### config.mk
export PLATFORM = sky130hd
export DESIGN_NAME = membus_arbiter_flat
export DESIGN_NICKNAME = d
export VERILOG_FILES = /design/src/rtl/membus_arbiter_pkg.sv /design/src/rtl/membus_arbiter_if.sv /design/src/rtl/membus_arbiter_select.sv /design/src/rtl/membus_arbiter.sv /design/src/flat_wrapper.sv
export SDC_FILE = /design/constraint.sdc
export NUM_CORES = 1
export LEC_CHECK = 0
export ABC_CLOCK_PERIOD_IN_PS = 990
export BUFFER_PORTS_ARGS = -buffer_cell sky130_fd_sc_hd__buf_2
export CORE_AREA = 2 2 104 106
export CTS_CLUSTER_DIAMETER = 40
export DETAILED_ROUTE_END_ITERATION = 7
export DIE_AREA = 0 0 106 108
export PLACE_DENSITY = 0.51
export SLEW_MARGIN = 20
export SYNTH_ARGS = -nofsm -noshare
export SYNTH_HDL_FRONTEND = slang
export SYNTH_SLANG_ARGS = --single-unit
### constraint.sdc
create_clock -name clk -period 0.99 [get_ports clk]
set_input_delay 0.198 -clock clk [delete_from_list [all_inputs] [get_ports clk]]
set_output_delay 0.198 -clock clk [all_outputs]
set_load 0.01 [all_outputs]
### src/rtl/membus_arbiter_pkg.sv
// Shared widths, owner encoding and request bundle for the memory bus arbiter.
package membus_pkg;

  localparam int DATA_WIDTH  = 32;
  localparam int ADDR_WIDTH  = 16;
  localparam int WMASK_WIDTH = DATA_WIDTH / 8;

  typedef enum logic {
    Owner_I = 1'b0,
    Owner_D = 1'b1
  } Owner;

  typedef enum logic {
    S_IDLE = 1'b0,
    S_BUSY = 1'b1
  } state_t;

  typedef struct packed {
    logic                   valid;
    logic                   wen;
    logic [ADDR_WIDTH-1:0]  addr;
    logic [DATA_WIDTH-1:0]  wdata;
    logic [WMASK_WIDTH-1:0] wmask;
  } membus_req_t;

endpackage

### src/rtl/membus_arbiter_if.sv
// One memory-bus link: command (valid/wen/addr/wdata/wmask) with ready, one-cycle rvalid/rdata back.
interface membus_arbiter_if;
  import membus_pkg::*;

  logic                   ready;
  logic                   valid;
  logic                   wen;
  logic [ADDR_WIDTH-1:0]  addr;
  logic [DATA_WIDTH-1:0]  wdata;
  logic [WMASK_WIDTH-1:0] wmask;
  logic                   rvalid;
  logic [DATA_WIDTH-1:0]  rdata;

  modport master (
    output valid, wen, addr, wdata, wmask,
    input  ready, rvalid, rdata
  );

  modport slave (
    input  valid, wen, addr, wdata, wmask,
    output ready, rvalid, rdata
  );

endinterface

### src/rtl/membus_arbiter_select.sv
// Combinational I/D grant pick; zero latency. Fixed D-over-I by default,
// alternating on contention when MEMBUS_ARBITER_ROUND_ROBIN_EN is defined.
module membus_arb_select
  import membus_pkg::*;
(
  input  logic i_valid,
  input  logic d_valid,
  input  Owner last_grant,
  input  logic enable,
  output logic grant_valid,
  output Owner grant_owner
);

  assign grant_valid = enable && (i_valid || d_valid);

`ifdef MEMBUS_ARBITER_ROUND_ROBIN_EN
  always_comb begin
    grant_owner = Owner_I;
    if (i_valid && d_valid) begin
      grant_owner = (last_grant == Owner_D) ? Owner_I : Owner_D;
    end else if (d_valid) begin
      grant_owner = Owner_D;
    end
  end
`else
  logic w_unused_last_grant;
  assign w_unused_last_grant = last_grant;

  always_comb begin
    grant_owner = Owner_I;
    if (d_valid) begin
      grant_owner = Owner_D;
    end
  end
`endif

endmodule

### src/rtl/membus_arbiter.sv
// Two-requester arbiter onto one single-port memory; one outstanding transaction, no added latency.
// Grants only when the slot is free (idle or response cycle) and mem ready; MEMBUS_ARBITER_ROUND_ROBIN_EN selects alternation.
module membus_arbiter
  import membus_pkg::*;
(
  input  logic clk,
  input  logic rst,
  membus_arbiter_if.slave  i_bus,
  membus_arbiter_if.slave  d_bus,
  membus_arbiter_if.master mem_bus
);

  state_t      r_state;
  Owner        r_owner;
  Owner        r_last_grant;
  state_t      w_state_nxt;
  Owner        w_owner_nxt;
  Owner        w_last_nxt;

  membus_req_t w_i_req;
  membus_req_t w_d_req;
  membus_req_t w_req;
  logic        w_busy;
  logic        w_free;
  logic        w_enable;
  logic        w_grant_valid;
  Owner        w_grant_owner;
  logic        w_accept;

  assign w_i_req = {i_bus.valid, i_bus.wen, i_bus.addr, i_bus.wdata, i_bus.wmask};
  assign w_d_req = {d_bus.valid, d_bus.wen, d_bus.addr, d_bus.wdata, d_bus.wmask};

  // The response cycle releases the slot so a new command can issue alongside it.
  assign w_busy   = (r_state == S_BUSY);
  assign w_free   = !w_busy || mem_bus.rvalid;
  assign w_enable = w_free && mem_bus.ready;

  membus_arb_select u_select (
    .i_valid     (i_bus.valid),
    .d_valid     (d_bus.valid),
    .last_grant  (r_last_grant),
    .enable      (w_enable),
    .grant_valid (w_grant_valid),
    .grant_owner (w_grant_owner)
  );

  always_comb begin
    w_req = '0;
    if (w_grant_valid) begin
      w_req = (w_grant_owner == Owner_D) ? w_d_req : w_i_req;
    end
  end

  assign w_accept = w_req.valid && mem_bus.ready;

  assign mem_bus.valid = w_req.valid;
  assign mem_bus.wen   = w_req.wen;
  assign mem_bus.addr  = w_req.addr;
  assign mem_bus.wdata = w_req.wdata;
  assign mem_bus.wmask = w_req.wmask;

  // Readies reduce to free&&ready / free&&ready&&!d_valid under fixed priority.
  assign d_bus.ready = w_enable &&
                       !(i_bus.valid && d_bus.valid && (w_grant_owner == Owner_I));
  assign i_bus.ready = w_enable &&
                       (!d_bus.valid || (i_bus.valid && (w_grant_owner == Owner_I)));

  assign i_bus.rvalid = mem_bus.rvalid && w_busy && (r_owner == Owner_I);
  assign d_bus.rvalid = mem_bus.rvalid && w_busy && (r_owner == Owner_D);
  assign i_bus.rdata  = mem_bus.rdata;
  assign d_bus.rdata  = mem_bus.rdata;

  always_comb begin
    w_state_nxt = r_state;
    w_owner_nxt = r_owner;
    w_last_nxt  = r_last_grant;
    if (w_accept) begin
      w_state_nxt = S_BUSY;
      w_owner_nxt = w_grant_owner;
      w_last_nxt  = w_grant_owner;
    end else if (mem_bus.rvalid) begin
      w_state_nxt = S_IDLE;
    end
  end

  always_ff @(posedge clk) begin
    if (!rst) begin
      r_state      <= S_IDLE;
      r_owner      <= Owner_I;
      r_last_grant <= Owner_I;
    end else begin
      r_state      <= w_state_nxt;
      r_owner      <= w_owner_nxt;
      r_last_grant <= w_last_nxt;
    end
  end

endmodule

### src/flat_wrapper.sv
// flat-port wrapper written by rule: the top's interface ports become plain ports
module membus_arbiter_flat import membus_pkg::*;
  (clk, rst, i_bus_valid, i_bus_wen, i_bus_addr, i_bus_wdata, i_bus_wmask, i_bus_ready, i_bus_rvalid, i_bus_rdata, d_bus_valid, d_bus_wen, d_bus_addr, d_bus_wdata, d_bus_wmask, d_bus_ready, d_bus_rvalid, d_bus_rdata, mem_bus_valid, mem_bus_wen, mem_bus_addr, mem_bus_wdata, mem_bus_wmask, mem_bus_ready, mem_bus_rvalid, mem_bus_rdata);
  membus_arbiter_if i_bus_i ();
  membus_arbiter_if d_bus_i ();
  membus_arbiter_if mem_bus_i ();
  input  logic clk;
  input  logic rst;
  input wire logic [$bits(i_bus_i.valid)-1:0] i_bus_valid;
  input wire logic [$bits(i_bus_i.wen)-1:0] i_bus_wen;
  input wire logic [$bits(i_bus_i.addr)-1:0] i_bus_addr;
  input wire logic [$bits(i_bus_i.wdata)-1:0] i_bus_wdata;
  input wire logic [$bits(i_bus_i.wmask)-1:0] i_bus_wmask;
  output wire logic [$bits(i_bus_i.ready)-1:0] i_bus_ready;
  output wire logic [$bits(i_bus_i.rvalid)-1:0] i_bus_rvalid;
  output wire logic [$bits(i_bus_i.rdata)-1:0] i_bus_rdata;
  input wire logic [$bits(d_bus_i.valid)-1:0] d_bus_valid;
  input wire logic [$bits(d_bus_i.wen)-1:0] d_bus_wen;
  input wire logic [$bits(d_bus_i.addr)-1:0] d_bus_addr;
  input wire logic [$bits(d_bus_i.wdata)-1:0] d_bus_wdata;
  input wire logic [$bits(d_bus_i.wmask)-1:0] d_bus_wmask;
  output wire logic [$bits(d_bus_i.ready)-1:0] d_bus_ready;
  output wire logic [$bits(d_bus_i.rvalid)-1:0] d_bus_rvalid;
  output wire logic [$bits(d_bus_i.rdata)-1:0] d_bus_rdata;
  output wire logic [$bits(mem_bus_i.valid)-1:0] mem_bus_valid;
  output wire logic [$bits(mem_bus_i.wen)-1:0] mem_bus_wen;
  output wire logic [$bits(mem_bus_i.addr)-1:0] mem_bus_addr;
  output wire logic [$bits(mem_bus_i.wdata)-1:0] mem_bus_wdata;
  output wire logic [$bits(mem_bus_i.wmask)-1:0] mem_bus_wmask;
  input wire logic [$bits(mem_bus_i.ready)-1:0] mem_bus_ready;
  input wire logic [$bits(mem_bus_i.rvalid)-1:0] mem_bus_rvalid;
  input wire logic [$bits(mem_bus_i.rdata)-1:0] mem_bus_rdata;
  assign i_bus_i.valid = i_bus_valid;
  assign i_bus_i.wen = i_bus_wen;
  assign i_bus_i.addr = i_bus_addr;
  assign i_bus_i.wdata = i_bus_wdata;
  assign i_bus_i.wmask = i_bus_wmask;
  assign i_bus_ready = i_bus_i.ready;
  assign i_bus_rvalid = i_bus_i.rvalid;
  assign i_bus_rdata = i_bus_i.rdata;
  assign d_bus_i.valid = d_bus_valid;
  assign d_bus_i.wen = d_bus_wen;
  assign d_bus_i.addr = d_bus_addr;
  assign d_bus_i.wdata = d_bus_wdata;
  assign d_bus_i.wmask = d_bus_wmask;
  assign d_bus_ready = d_bus_i.ready;
  assign d_bus_rvalid = d_bus_i.rvalid;
  assign d_bus_rdata = d_bus_i.rdata;
  assign mem_bus_valid = mem_bus_i.valid;
  assign mem_bus_wen = mem_bus_i.wen;
  assign mem_bus_addr = mem_bus_i.addr;
  assign mem_bus_wdata = mem_bus_i.wdata;
  assign mem_bus_wmask = mem_bus_i.wmask;
  assign mem_bus_i.ready = mem_bus_ready;
  assign mem_bus_i.rvalid = mem_bus_rvalid;
  assign mem_bus_i.rdata = mem_bus_rdata;
  membus_arbiter u_core (.clk(clk), .rst(rst), .i_bus(i_bus_i), .d_bus(d_bus_i), .mem_bus(mem_bus_i));
endmodule
# [Word level (Yosys, flattened, before mapping)]
# Index checks and enable logic that the tools add are counted.
[word_totals] input_bits=144 output_inout_bits=122 wordCells=27 regBits=2
[op_classes] bitwise=2 muxes=5 n_reduce_logical=18
[op_table] operator="$mux 54" n=2
[op_table] operator="$logic_and 1x1->1" n=11
[op_table] operator="$logic_not 1->1" n=3
[op_table] operator="$logic_or 1x1->1" n=3
[op_table] operator="$mux 1" n=3
[op_table] operator="$not 1->1" n=2
[op_table] operator="$reduce_bool 2->1" n=1

# [Longest topological paths before layout]
# Gate-level depths: netlist of run 1.
[logic_depth] word_depth=7 ltp_mapped=5 depth_no_buf=3

# [By module]
# A second synthesis of run 1 with hierarchy kept.
[hier_totals] cells_unflattened=204 hier_area_um2=1644.1
[modules_own_cells] module="membus_arbiter" area_per_inst_um2=1629.1 instances=1 seq_area_each_um2=40.0 cells_per_inst=202
[modules_own_cells] module="membus_arb_select" area_per_inst_um2=15.0 instances=1 seq_area_each_um2=0.0 cells_per_inst=2

# [Least setup slack after synthesis of run 1]
# No wires, ideal clock.
[synth_timing] path_type="register to output" from="register u_core.r_state" to="output mem_bus_wdata[0]" required_ns=0.792 arrival_time_ns=0.888 path_slack_ns=-0.096 stages_incl_launch_ff=6 n_path_buf=2 cell_sequence="dfxtp_1 > nand2b_4 > nand2b_4 > buf_12 > buf_12 > nor2_2"
[synth_via] elab_chain_cells=5
[synth_rtl] item="start, declared" line_no="membus_arbiter.sv:13" text="state_t r_state;"
[synth_rtl] item="start signal, assigned" line_no="membus_arbiter.sv:92" text="r_state <= w_state_nxt;"
[synth_rtl] item="$logic_not 1->1" line_no="membus_arbiter.sv:35" text="assign w_free = !w_busy || mem_bus.rvalid;"
[synth_rtl] item="$logic_or 1x1->1" line_no="membus_arbiter.sv:35"
[synth_rtl] item="$logic_and 1x1->1" line_no="membus_arbiter.sv:36" text="assign w_enable = w_free && mem_bus.ready;"
[synth_rtl] item="$logic_and 1x1->1" line_no="membus_arbiter_select.sv:14" text="assign grant_valid = enable && (i_valid || d_valid);"
[synth_rtl] item="$mux 54" line_no="membus_arbiter.sv:49" text="if (w_grant_valid) begin"
[synth_rtl] item="end, declared" line_no="flat_wrapper.sv:28" text="output wire logic [$bits(mem_bus_i.wdata)-1:0] mem_bus_wdata;"
# Every way passes these cells.

# [Final worst setup path of run 1]
[layout_timing] from="register u_core.r_state" to="output mem_bus_wdata[24]"
# The elaborated chain is that of the path after synthesis.

==> results of run 1 <==
state kept, by name, summed over array words and instances, names as in the netlist:
signal	flops
u_core.r_owner	1
u_core.r_state	1
layer usage:
metal | track usage (%) | up-vias
met2 | 18.3 | 109
met3 | 1.81 | 25
li1 | - | 830
met5 | 0 | -
met1 | 9.10 | 763
met4 | 4.32 | 0
area by class of cell:
cell class | instances | share of cell area [%]
flip-flops and latches | 2 | 1.24
repair buffers | 197 | 47.8
well taps | 136 | 5.09
multi-input cells | 118 | 44.6
inverters | 1 | 0.112
clock buffers | 3 | 1.24
how the worst min path moves through the flow:
stage	end	from	depth (start not counted)	slack (ns)
floorplan	u_core.r_state	rst	1	0.34
global placement	d_bus_rdata[8]	mem_bus_rdata[8]	0	0.40
detailed placement	d_bus_rdata[8]	mem_bus_rdata[8]	0	0.40
CTS	u_core.r_owner	rst	2	0.29
global route	u_core.r_owner	rst	2	0.30
finish	u_core.r_owner	rst	2	0.29
where the power goes:
part | internal [mW] | total [mW] | switching [mW] | leakage [nW]
logic | 0.946 | 1.65 | 0.699 | 1.44
registers | 0.0878 | 0.0929 | 0.00511 | 0.0169
clock network | 0.257 | 0.322 | 0.0648 | 0.0216
total | 1.29 | 2.06 | 0.769 | 1.48
layout by cell type, fill, tap and decap left out, types with 2 or more instances in the layout:
cell / netlist / final
sky130_fd_sc_hd__clkbuf_8: 1 / 3
sky130_fd_sc_hd__mux2i_2: 0 / 38
sky130_fd_sc_hd__buf_2: 0 / 119
sky130_fd_sc_hd__nand2_1: 2 / 2
sky130_fd_sc_hd__nor2_1: 5 / 4
sky130_fd_sc_hd__mux2i_1: 53 / 4
sky130_fd_sc_hd__mux2i_4: 0 / 11
sky130_fd_sc_hd__buf_6: 1 / 53
sky130_fd_sc_hd__nor2_4: 1 / 49
sky130_fd_sc_hd__nand2b_4: 2 / 2
sky130_fd_sc_hd__buf_16: 0 / 2
sky130_fd_sc_hd__buf_12: 6 / 12
sky130_fd_sc_hd__buf_4: 68 / 10
critical path, stage by stage (launching register included):
cell	delay, ns
sky130_fd_sc_hd__dfxtp_2	0.34
sky130_fd_sc_hd__nand2b_4	0.07
sky130_fd_sc_hd__nand2b_4	0.09
sky130_fd_sc_hd__buf_12	0.17
sky130_fd_sc_hd__buf_4	0.14
sky130_fd_sc_hd__nor2_4	0.02
sky130_fd_sc_hd__buf_2	0.13
logic make-up after synthesis:
| group | Yosys count | share of synthesized area (%) |
|---|---|---|
| muxes | 53 | 32.3 |
| buffers and inverters | 77 | 40.2 |
| AOI/OAI and AO/OA | 4 | 1.68 |
| DFF | 2 | 2.44 |
| and+or+nand+nor | 61 | 23.4 |
timing repair:
item,CTS,global route
cloned,1,0
hold endpoints to repair,0,0
setup endpoints to repair,59,59
pin swaps,0,2
gates resized for setup,55,6
buffers inserted,3,2
stage by stage:
stage	setup WS, ns	setup TNS, ns	area (µm²)
after floorplan	-0.0537	-2.65	2210
after global placement	-0.387	-19.85	2860
after detailed placement	-0.381	-19.75	2860
after CTS	-0.418	-21.93	3290
after global routing	-0.451	-24.29	3340
final	-0.389	-20.92	3340
==> flow_summary.rst, run 1 <==
.. list-table::
   :header-rows: 1

   * - Metric
     - Value
   * - Skew final
     - 0.000797 ns
   * - Iteration count of the initial detailed-routing pass
     - 3
   * - I/O pin count
     - 266
   * - Fill cell count
     - 1034
   * - Syn-to-layout area delta
     - 104%
   * - Required time of the worst setup path
     - 0.79 ns
   * - Peak supply drop
     - 0.000585 V
   * - H-tree level count
     - 1
   * - Die width
     - 106 µm
   * - Ranking of synthesized cells by area
     - sky130_fd_sc_hd__mux2i_1 32%, sky130_fd_sc_hd__buf_4 31%, sky130_fd_sc_hd__nor2_2 18%
   * - Largest net degree at the start of global routing
     - 30
   * - FFs w/ async S/R, synth
     - 0%
   * - Post-synthesis cell type with the largest combined area
     - sky130_fd_sc_hd__mux2i_1
   * - Met2 wire length
     - 3210 µm
   * - DRT iter0 DRCs
     - 54
   * - Crit Path Category
     - reg2out
   * - Slew Viols, Final
     - 0
   * - Standard-cell row count
     - 37
   * - Net count after synthesis
     - 341
   * - Area of the placeable core
     - 10200 µm²
   * - Global-route wire length before repair
     - 8420 µm
   * - Via count of the first global-routing pass
     - 1711
   * - Setup violators final
     - 59
   * - Clock buffer depth
     - 2
   * - Synthesized flop and latch total
     - 2
   * - Hold Vio Cnt, Final
     - 0
   * - Weighted congestion reported at the end of routability-driven placement
     - 0.687
   * - Clk Latency, worst-skew pair
     - 0.21 ns
   * - Clock slew seen by the registers of the worst setup and hold paths
     - 0.03 ns
   * - Final period util
     - 139%
   * - Unrepaired setup endpoints after global routing
     - true
   * - Slew at the pin closest to its max-slew limit
     - 0.249 ns
   * - Routed wire length
     - 5600 µm
   * - Avg Synthesized Cell Area
     - 8.33 µm²
   * - GRT Total Usage
     - 9.19%
   * - Post-synthesis instance area
     - 1640 µm²
   * - Crit path capture type
     - output pin
   * - Count of max-cap constraint violations
     - 0
   * - Final hold slack
     - 0.287 ns
   * - Endpoint of the worst setup timing path
     - mem_bus_wdata[24]
   * - Final standard cell utilization of the core
     - 32.7%
   * - DRC viols
     - 0
   * - Outcome
     - finished with violations
   * - Number of flops mapped to enable cells by yosys
     - 0
   * - WL met1
     - 1700 µm
   * - Sequential element share of the synthesized area
     - 2.44%
   * - Top fanout value on the critical path
     - 14
   * - Post-placement cell count
     - 448
   * - Antenna violation net count after detailed routing
     - 0
   * - Top routing layer in use
     - met4
   * - Mean number of vias per cell
     - 3.78
   * - Power consumption
     - 2.06 mW
   * - Worst setup path startpoint
     - u_core.r_state
   * - Antenna diode count
     - 0
   * - Register-to-register setup slack
     - -0.04 ns
   * - P per Cell Area
     - 617 nW/µm²
   * - Endpoint of the worst-slack reg-to-reg timing path
     - u_core.r_owner
   * - Number of buffers added by the clock tree synthesis step
     - 3
   * - Buffers on Ports
     - 169
   * - Reg2reg start
     - u_core.r_state
   * - Vert. Die Dim
     - 108 µm
   * - Length of routed met3 wiring
     - 550 µm
   * - Worst reg2reg path depth
     - 4
   * - Number of warnings printed during yosys synthesis
     - 0
   * - Worst-case headroom to the max-slew limit
     - 82.9%
   * - Cell count after synthesis
     - 197
   * - Post-detailed-placement half-perimeter wirelength
     - 4550 µm
   * - Number of sinks driven by the clock tree
     - 2
   * - Number of distinct library cell variants in the gate-level netlist after synthesis
     - 19
   * - Initial antenna violation count
     - 0
   * - Critical Path Source Type
     - flip-flop
   * - Worst Setup Slack, final
     - -0.389 ns
   * - Post-synth top cells
     - 68 x sky130_fd_sc_hd__buf_4, 53 x sky130_fd_sc_hd__mux2i_1, 48 x sky130_fd_sc_hd__nor2_2
   * - CTS tree
     - yes
   * - Worst min-delay path category
     - in2reg
   * - Data arrival time of the worst path
     - 1.18 ns
   * - Total grt overflow
     - 0
   * - Final cell count without fillers
     - 457
   * - Synth top area share
     - 32.3%
   * - Starting density of the core
     - 16.0%
   * - Standby leakage power
     - 1.48 nW
   * - Hold Buf Count CTS
     - 0
   * - Combined area of the multi-input logic cells
     - 1490 µm²
   * - Area of the die
     - 11400 µm²
   * - Clock tree root driver cell
     - sky130_fd_sc_hd__clkbuf_8
   * - Reg area
     - 41.3 µm²
   * - Via count
     - 1727
   * - Post-synth top flop
     - sky130_fd_sc_hd__dfxtp_1
   * - WL/cell
     - 12.2 µm
   * - Share of cells above drive strength 1
     - 95.6%
   * - NumNets Final
     - 467
   * - Period minus WS final
     - 1.38 ns
   * - Violated checks
     - setup timing
   * - Achievable frequency
     - 0.725 GHz
   * - Most common cell in the synthesized netlist
     - sky130_fd_sc_hd__buf_4
Power figures use the tool's default switching activity.
==> inputs of run 2 (changes only) <==
==> constraint.sdc (replaced) <==
create_clock -name clk -period 0.99 [get_ports clk]
set_input_delay 0.0495 -clock clk [delete_from_list [all_inputs] [get_ports clk]]
set_output_delay 0.0495 -clock clk [all_outputs]
set_load 0.01 [all_outputs]
==> run 2 against run 1 <==
The flow still finishes with violations (setup timing). Critical path depth down 1. Routed wire length shrank 26%. Hold slack worse by 0.19 ns. Largest power group unchanged. Via count decreased by 8.2%.
==> flow_summary.rst, run 2 (synthesis results as in run 1) <==
.. list-table::
   :header-rows: 1

   * - Metric
     - Value
   * - Standby leakage power
     - 1.26 nW
   * - Final period util
     - 121%
   * - Global-route wire length before repair
     - 6020 µm
   * - Hold Vio Cnt, Final
     - 0
   * - Family with the most delay on the worst path
     - buffers and inverters
   * - Total grt overflow
     - 0
   * - Most common cell after layout, fill and taps aside
     - sky130_fd_sc_hd__buf_2
   * - Share of cells above drive strength 1
     - 78.3%
   * - Mean number of vias per cell
     - 3.64
   * - Cell occurring most often along the worst timing path
     - sky130_fd_sc_hd__nand2b_4
   * - Placed standard-cell area
     - 2090 µm²
   * - Top flop regs
     - u_core.r_owner (1), u_core.r_state (1)
   * - Hold Buf Count CTS
     - 0
   * - Achievable frequency
     - 0.835 GHz
   * - Buffers on Ports
     - 169
   * - Commonest cells after routing, fill and taps aside
     - 165 x sky130_fd_sc_hd__buf_2, 53 x sky130_fd_sc_hd__mux2i_1, 49 x sky130_fd_sc_hd__nor2_2
   * - Period minus WS final
     - 1.20 ns
   * - Unrepaired setup endpoints after global routing
     - true
   * - Weighted congestion reported at the end of routability-driven placement
     - 0.657
   * - Antenna violation net count after detailed routing
     - 0
   * - Starting density of the core
     - 16.0%
   * - Data arrival time of the worst path
     - 1.15 ns
   * - DRT iter0 DRCs
     - 26
   * - Setup TNS
     - -10.48 ns
   * - Outcome
     - finished with violations
   * - Worst-case headroom to the max-slew limit
     - 77.4%
   * - Die width
     - 106 µm
   * - Area of the die
     - 11400 µm²
   * - Layout Cell Area excl Fill
     - 2160 µm²
   * - Routed wire length
     - 4160 µm
   * - Standard-cell row count
     - 37
   * - Critical Path Max Stage Delay
     - 0.33 ns
   * - Area of the placeable core
     - 10200 µm²
   * - Skew final
     - 0.000754 ns
   * - Critical Path Source Type
     - flip-flop
   * - DRC viols
     - 0
   * - Register-to-register setup slack
     - 0.04 ns
   * - Syn-to-layout area delta
     - 31.3%
   * - Required time of the worst setup path
     - 0.94 ns
   * - GRT Total Usage
     - 6.28%
   * - Worst min-delay path category
     - in2out
   * - Top fanout value on the critical path
     - 28
   * - Worst Setup Slack, final
     - -0.208 ns
   * - H-tree level count
     - 1
   * - Via count of the first global-routing pass
     - 1423
   * - Iteration count of the initial detailed-routing pass
     - 4
   * - Violated checks
     - setup timing
   * - CTS tree
     - yes
   * - Slew at the pin closest to its max-slew limit
     - 0.338 ns
   * - Initial antenna violation count
     - 0
   * - I/O pin count
     - 266
   * - Crit path capture type
     - output pin
   * - Count of max-cap constraint violations
     - 0
   * - Clk Latency, worst-skew pair
     - 0.21 ns
   * - Peak supply drop
     - 0.000519 V
   * - Vert. Die Dim
     - 108 µm
   * - NumNets Final
     - 445
   * - Chain of cells forming the critical path
     - nand2b_4 > nand2b_4 > buf_12 > nor2_2 > buf_2
   * - Clock buffer depth
     - 2
   * - P per Cell Area
     - 610 nW/µm²
   * - Buf/Inv on CP
     - 2
   * - Via count
     - 1585
   * - Clock slew seen by the registers of the worst setup and hold paths
     - 0.03 ns
   * - Setup violators final
     - 56
   * - Number of sinks driven by the clock tree
     - 2
   * - Number of buffers added by the clock tree synthesis step
     - 3
   * - Crit Path Category
     - reg2out
   * - Largest net degree at the start of global routing
     - 35
   * - Post-detailed-placement half-perimeter wirelength
     - 3650 µm
   * - Final hold slack
     - 0.0990 ns
   * - Slowest stage cell on the critical path
     - sky130_fd_sc_hd__dfxtp_2
   * - WL/cell
     - 9.57 µm
   * - Clock tree root driver cell
     - sky130_fd_sc_hd__clkbuf_8
   * - Slew Viols, Final
     - 0
   * - Antenna diode count
     - 0
run 2: routing by layer:
layer / GRT usage, % / wire length, µm / up-vias
li1: - / - / 779
met1: 5.85 / 1360 / 673
met2: 12.9 / 2140 / 114
met3: 1.51 / 537 / 19
met4: 2.73 / 125 / 0
met5: 0 / 0 / -
run 2: worst paths after layout:
path / from / to / cells after the start
max: u_core.r_state / mem_bus_wdata[3] / 5
max reg2reg: u_core.r_state / u_core.r_owner / 3
min reg2reg: u_core.r_state / u_core.r_state / 2
min: mem_bus_rdata[26] / d_bus_rdata[26] / 0
run 2: report_power, final:
group	total (mW)	internal, mW	switching, mW
Clock	0.322	0.257	0.0646
Combinational	0.900	0.468	0.432
Sequential	0.0929	0.0878	0.00504
Total	1.31	0.813	0.502
run 2: repair_timing:
item                       CTS  global route
gates resized for setup      4             1
setup buffers                0             0
setup endpoints to repair   57            58
run 2: worst register-to-register path: cells and delay by family (launching register included):
kind               cells  cell delay [ns]
AOI/OAI and AO/OA      1             0.24
DFF                    1             0.33
and+or+nand+nor        2             0.26
run 2: through the flow:
stage | setup WS [ns] | instances | util (%) | power (mW)
global placement | -0.0103 | 432 | 20.4 | 0.979
detailed placement | -0.0266 | 432 | 20.4 | 0.998
global route | -0.271 | 435 | 21.1 | 1.42
finish | -0.208 | 435 | 21.1 | 1.31
floorplan | 0.0323 | 197 | - | 0.918
CTS | -0.231 | 435 | 21.0 | 1.34
run 2: area by class of cell:
cell class / instances / area, µm²
well taps: 136 / 170
multi-input cells: 118 / 950
repair buffers: 175 / 950
clock buffers: 3 / 41.3
fillers: 1140 / 8080
flip-flops and latches: 2 / 41.3
inverters: 1 / 3.75
==> inputs of run 3 (changes only) <==
ABC_AREA = 1   (was unset)
CORE_AREA = 2 2 102 104   (was 2 2 104 106)
DIE_AREA = 0 0 104 106   (was 0 0 106 108)
PLACE_DENSITY = 0.52   (was 0.51)
==> run 3 against run 2 <==
Register-to-register slack lost 0.04 ns. Total power grew 0.51%. The run still ends with setup timing left. Flip-flop and latch count is the same. Critical path type unchanged. Final area grew 1.6%. Maximum frequency shrank 3.6%.
==> flow_summary.rst, run 3 <==
.. list-table::
   :header-rows: 1

   * - Metric
     - Value
   * - Global-route wire length before repair
     - 8120 µm
   * - Initial antenna violation count
     - 0
   * - Post-synthesis instance area
     - 1520 µm²
   * - Post-synthesis cell type with the largest combined area
     - sky130_fd_sc_hd__buf_4
   * - Sequential element share of the synthesized area
     - 2.64%
   * - Register-to-register setup slack
     - 0 ns
   * - Violated checks
     - setup timing
   * - Placed standard-cell area
     - 2060 µm²
   * - Slew Viols, Final
     - 0
   * - Crit path capture type
     - output pin
   * - Clock slew seen by the registers of the worst setup and hold paths
     - 0.03 ns
   * - Standby leakage power
     - 1.21 nW
   * - Final standard cell utilization of the core
     - 21.9%
   * - Clk Latency, worst-skew pair
     - 0.21 ns
   * - Antenna violation net count after detailed routing
     - 0
   * - Standard-cell row count
     - 37
   * - FFs w/ async S/R, synth
     - 0%
   * - Worst min-delay path category
     - in2reg
   * - Commonest cells after routing, fill and taps aside
     - 167 x sky130_fd_sc_hd__buf_2, 110 x sky130_fd_sc_hd__nand2_1, 49 x sky130_fd_sc_hd__a21oi_2
   * - Area of the die
     - 11000 µm²
   * - Unrepaired setup endpoints after global routing
     - true
   * - Outcome
     - finished with violations
   * - Largest net degree at the start of global routing
     - 54
   * - Iteration count of the initial detailed-routing pass
     - 4
   * - Clock tree root driver cell
     - sky130_fd_sc_hd__clkbuf_8
   * - Required time of the worst setup path
     - 0.94 ns
   * - Worst-case headroom to the max-slew limit
     - 84.6%
   * - Critical Path Source Type
     - flip-flop
   * - Avg Synthesized Cell Area
     - 5.81 µm²
   * - Number of flops mapped to enable cells by yosys
     - 0
   * - Fill cell count
     - 1175
   * - Ranking of synthesized cells by area
     - sky130_fd_sc_hd__buf_4 32%, sky130_fd_sc_hd__nand2_1 28%, sky130_fd_sc_hd__a21oi_2 23%
   * - Peak supply drop
     - 0.000497 V
   * - WL/cell
     - 11.0 µm
   * - Hold Vio Cnt, Final
     - 0
   * - Die width
     - 104 µm
   * - Net count after synthesis
     - 405
   * - Final period util
     - 125%
   * - Vert. Die Dim
     - 106 µm
   * - Combined area of the multi-input logic cells
     - 923 µm²
   * - P per Cell Area
     - 603 nW/µm²
   * - Routed wire length
     - 5490 µm
   * - Count of max-cap constraint violations
     - 0
   * - Number of distinct library cell variants in the gate-level netlist after synthesis
     - 13
   * - Period minus WS final
     - 1.24 ns
   * - Achievable frequency
     - 0.805 GHz
   * - Via count of the first global-routing pass
     - 1829
   * - Final hold slack
     - 0.0864 ns
   * - Clock buffer depth
     - 2
   * - Reg area
     - 41.3 µm²
   * - Skew final
     - 0.0000623 ns
   * - Synth top area share
     - 31.7%
   * - DRC viols
     - 0
   * - Layout Cell Area excl Fill
     - 2190 µm²
   * - Crit Path Category
     - reg2out
   * - I/O pin count
     - 266
   * - Mean number of vias per cell
     - 3.85
   * - Cell count after synthesis
     - 261
   * - Data arrival time of the worst path
     - 1.19 ns
   * - Critical Path Max Stage Delay
     - 0.32 ns
   * - Top fanout value on the critical path
     - 27
   * - Chain of cells forming the critical path
     - nand2_4 > nand3_4 > buf_12 > a21oi_2 > buf_2
   * - Most common cell after layout, fill and taps aside
     - sky130_fd_sc_hd__buf_2
   * - DRT iter0 DRCs
     - 70
   * - Area of the placeable core
     - 10000 µm²
   * - Setup violators final
     - 57
   * - Antenna diode count
     - 0
   * - Share of cells above drive strength 1
     - 66.0%
   * - H-tree level count
     - 1
   * - Number of warnings printed during yosys synthesis
     - 0
   * - Top flop regs
     - u_core.r_owner (1), u_core.r_state (1)
   * - Via count
     - 1915
   * - Buffers on Ports
     - 169
   * - Post-synth top flop
     - sky130_fd_sc_hd__dfxtp_1
   * - Synthesized flop and latch total
     - 2
   * - Slowest stage cell on the critical path
     - sky130_fd_sc_hd__dfxtp_2
   * - Most common cell in the synthesized netlist
     - sky130_fd_sc_hd__nand2_1
   * - Syn-to-layout area delta
     - 44.5%
   * - Slew at the pin closest to its max-slew limit
     - 0.231 ns
   * - Total grt overflow
     - 0
   * - GRT Total Usage
     - 8.59%
   * - Worst setup timing slack at the placement stage
     - -0.103 ns
   * - Weighted congestion reported at the end of routability-driven placement
     - 0.669
   * - Starting density of the core
     - 15.2%
   * - Post-detailed-placement half-perimeter wirelength
     - 4380 µm
   * - Number of sinks driven by the clock tree
     - 2
   * - NumNets Final
     - 508
   * - Post-synth top cells
     - 112 x sky130_fd_sc_hd__nand2_1, 64 x sky130_fd_sc_hd__buf_4, 39 x sky130_fd_sc_hd__a21oi_2
   * - Power consumption
     - 1.32 mW
   * - Worst Setup Slack, final
     - -0.252 ns
   * - CTS tree
     - yes
   * - Number of buffers added by the clock tree synthesis step
     - 3
## run 3: power breakdown
part | internal [mW] | switching (mW) | total (mW)
sequential | 0.0876 | 0.00532 | 0.0929
clock | 0.257 | 0.0617 | 0.319
combinational | 0.426 | 0.484 | 0.910
## run 3: logic make-up after synthesis
kind of cell	after synthesis	synth area share, %
AO/OA/AOI/OAI	55	27.8
flip-flops	2	2.64
AND/OR/NAND/NOR	116	28.8
buffers and inverters	88	40.7
## run 3: area by class of cell
class	instances	area share [%]
clock buffers	3	1.89
inverters	7	1.20
multi-input cells	171	42.2
flip-flops and latches	2	1.89
well taps	136	7.77
repair buffers	179	45.1
## run 3: layer usage
layer / vias up / GRT usage, % / routed length (µm)
li1: 953 / - / -
met1: 831 / 9.17 / 2040
met2: 108 / 16.0 / 2800
met3: 23 / 1.84 / 499
met4: 0 / 4.25 / 147
met5: - / 0 / 0
## run 3: worst paths after layout
| path | startpoint | to | cells after the start |
|---|---|---|---|
| max | u_core.r_state | mem_bus_wdata[22] | 5 |
| min reg2reg | u_core.r_owner | u_core.r_owner | 2 |
| max reg2reg | u_core.r_state | u_core.r_owner | 5 |
| min | rst | u_core.r_state | 3 |
## run 3: worst max-delay path: cells and delay by family (launching register included)
family / cells / cell delay [ns]
AOI/OAI and AO/OA: 1 / 0.13
buffers and inverters: 2 / 0.33
and+or+nand+nor: 2 / 0.18
DFF: 1 / 0.32
## run 3: per-stage QoR
step,setup TNS (ns),std cells
6_report,-12.34,498
3_3_place_gp,-1.18,493
4_1_cts,-12.89,498
3_5_place_dp,-3.48,493
5_1_grt,-15.88,498
2_1_floorplan,0,261
## run 3: timing repair
item,4_1_cts,5_1_grt
hold buffers,0,0
endpoints found under the setup margin,57,57
pin swaps,0,0
setup buffers,2,0
gates resized for setup,9,10
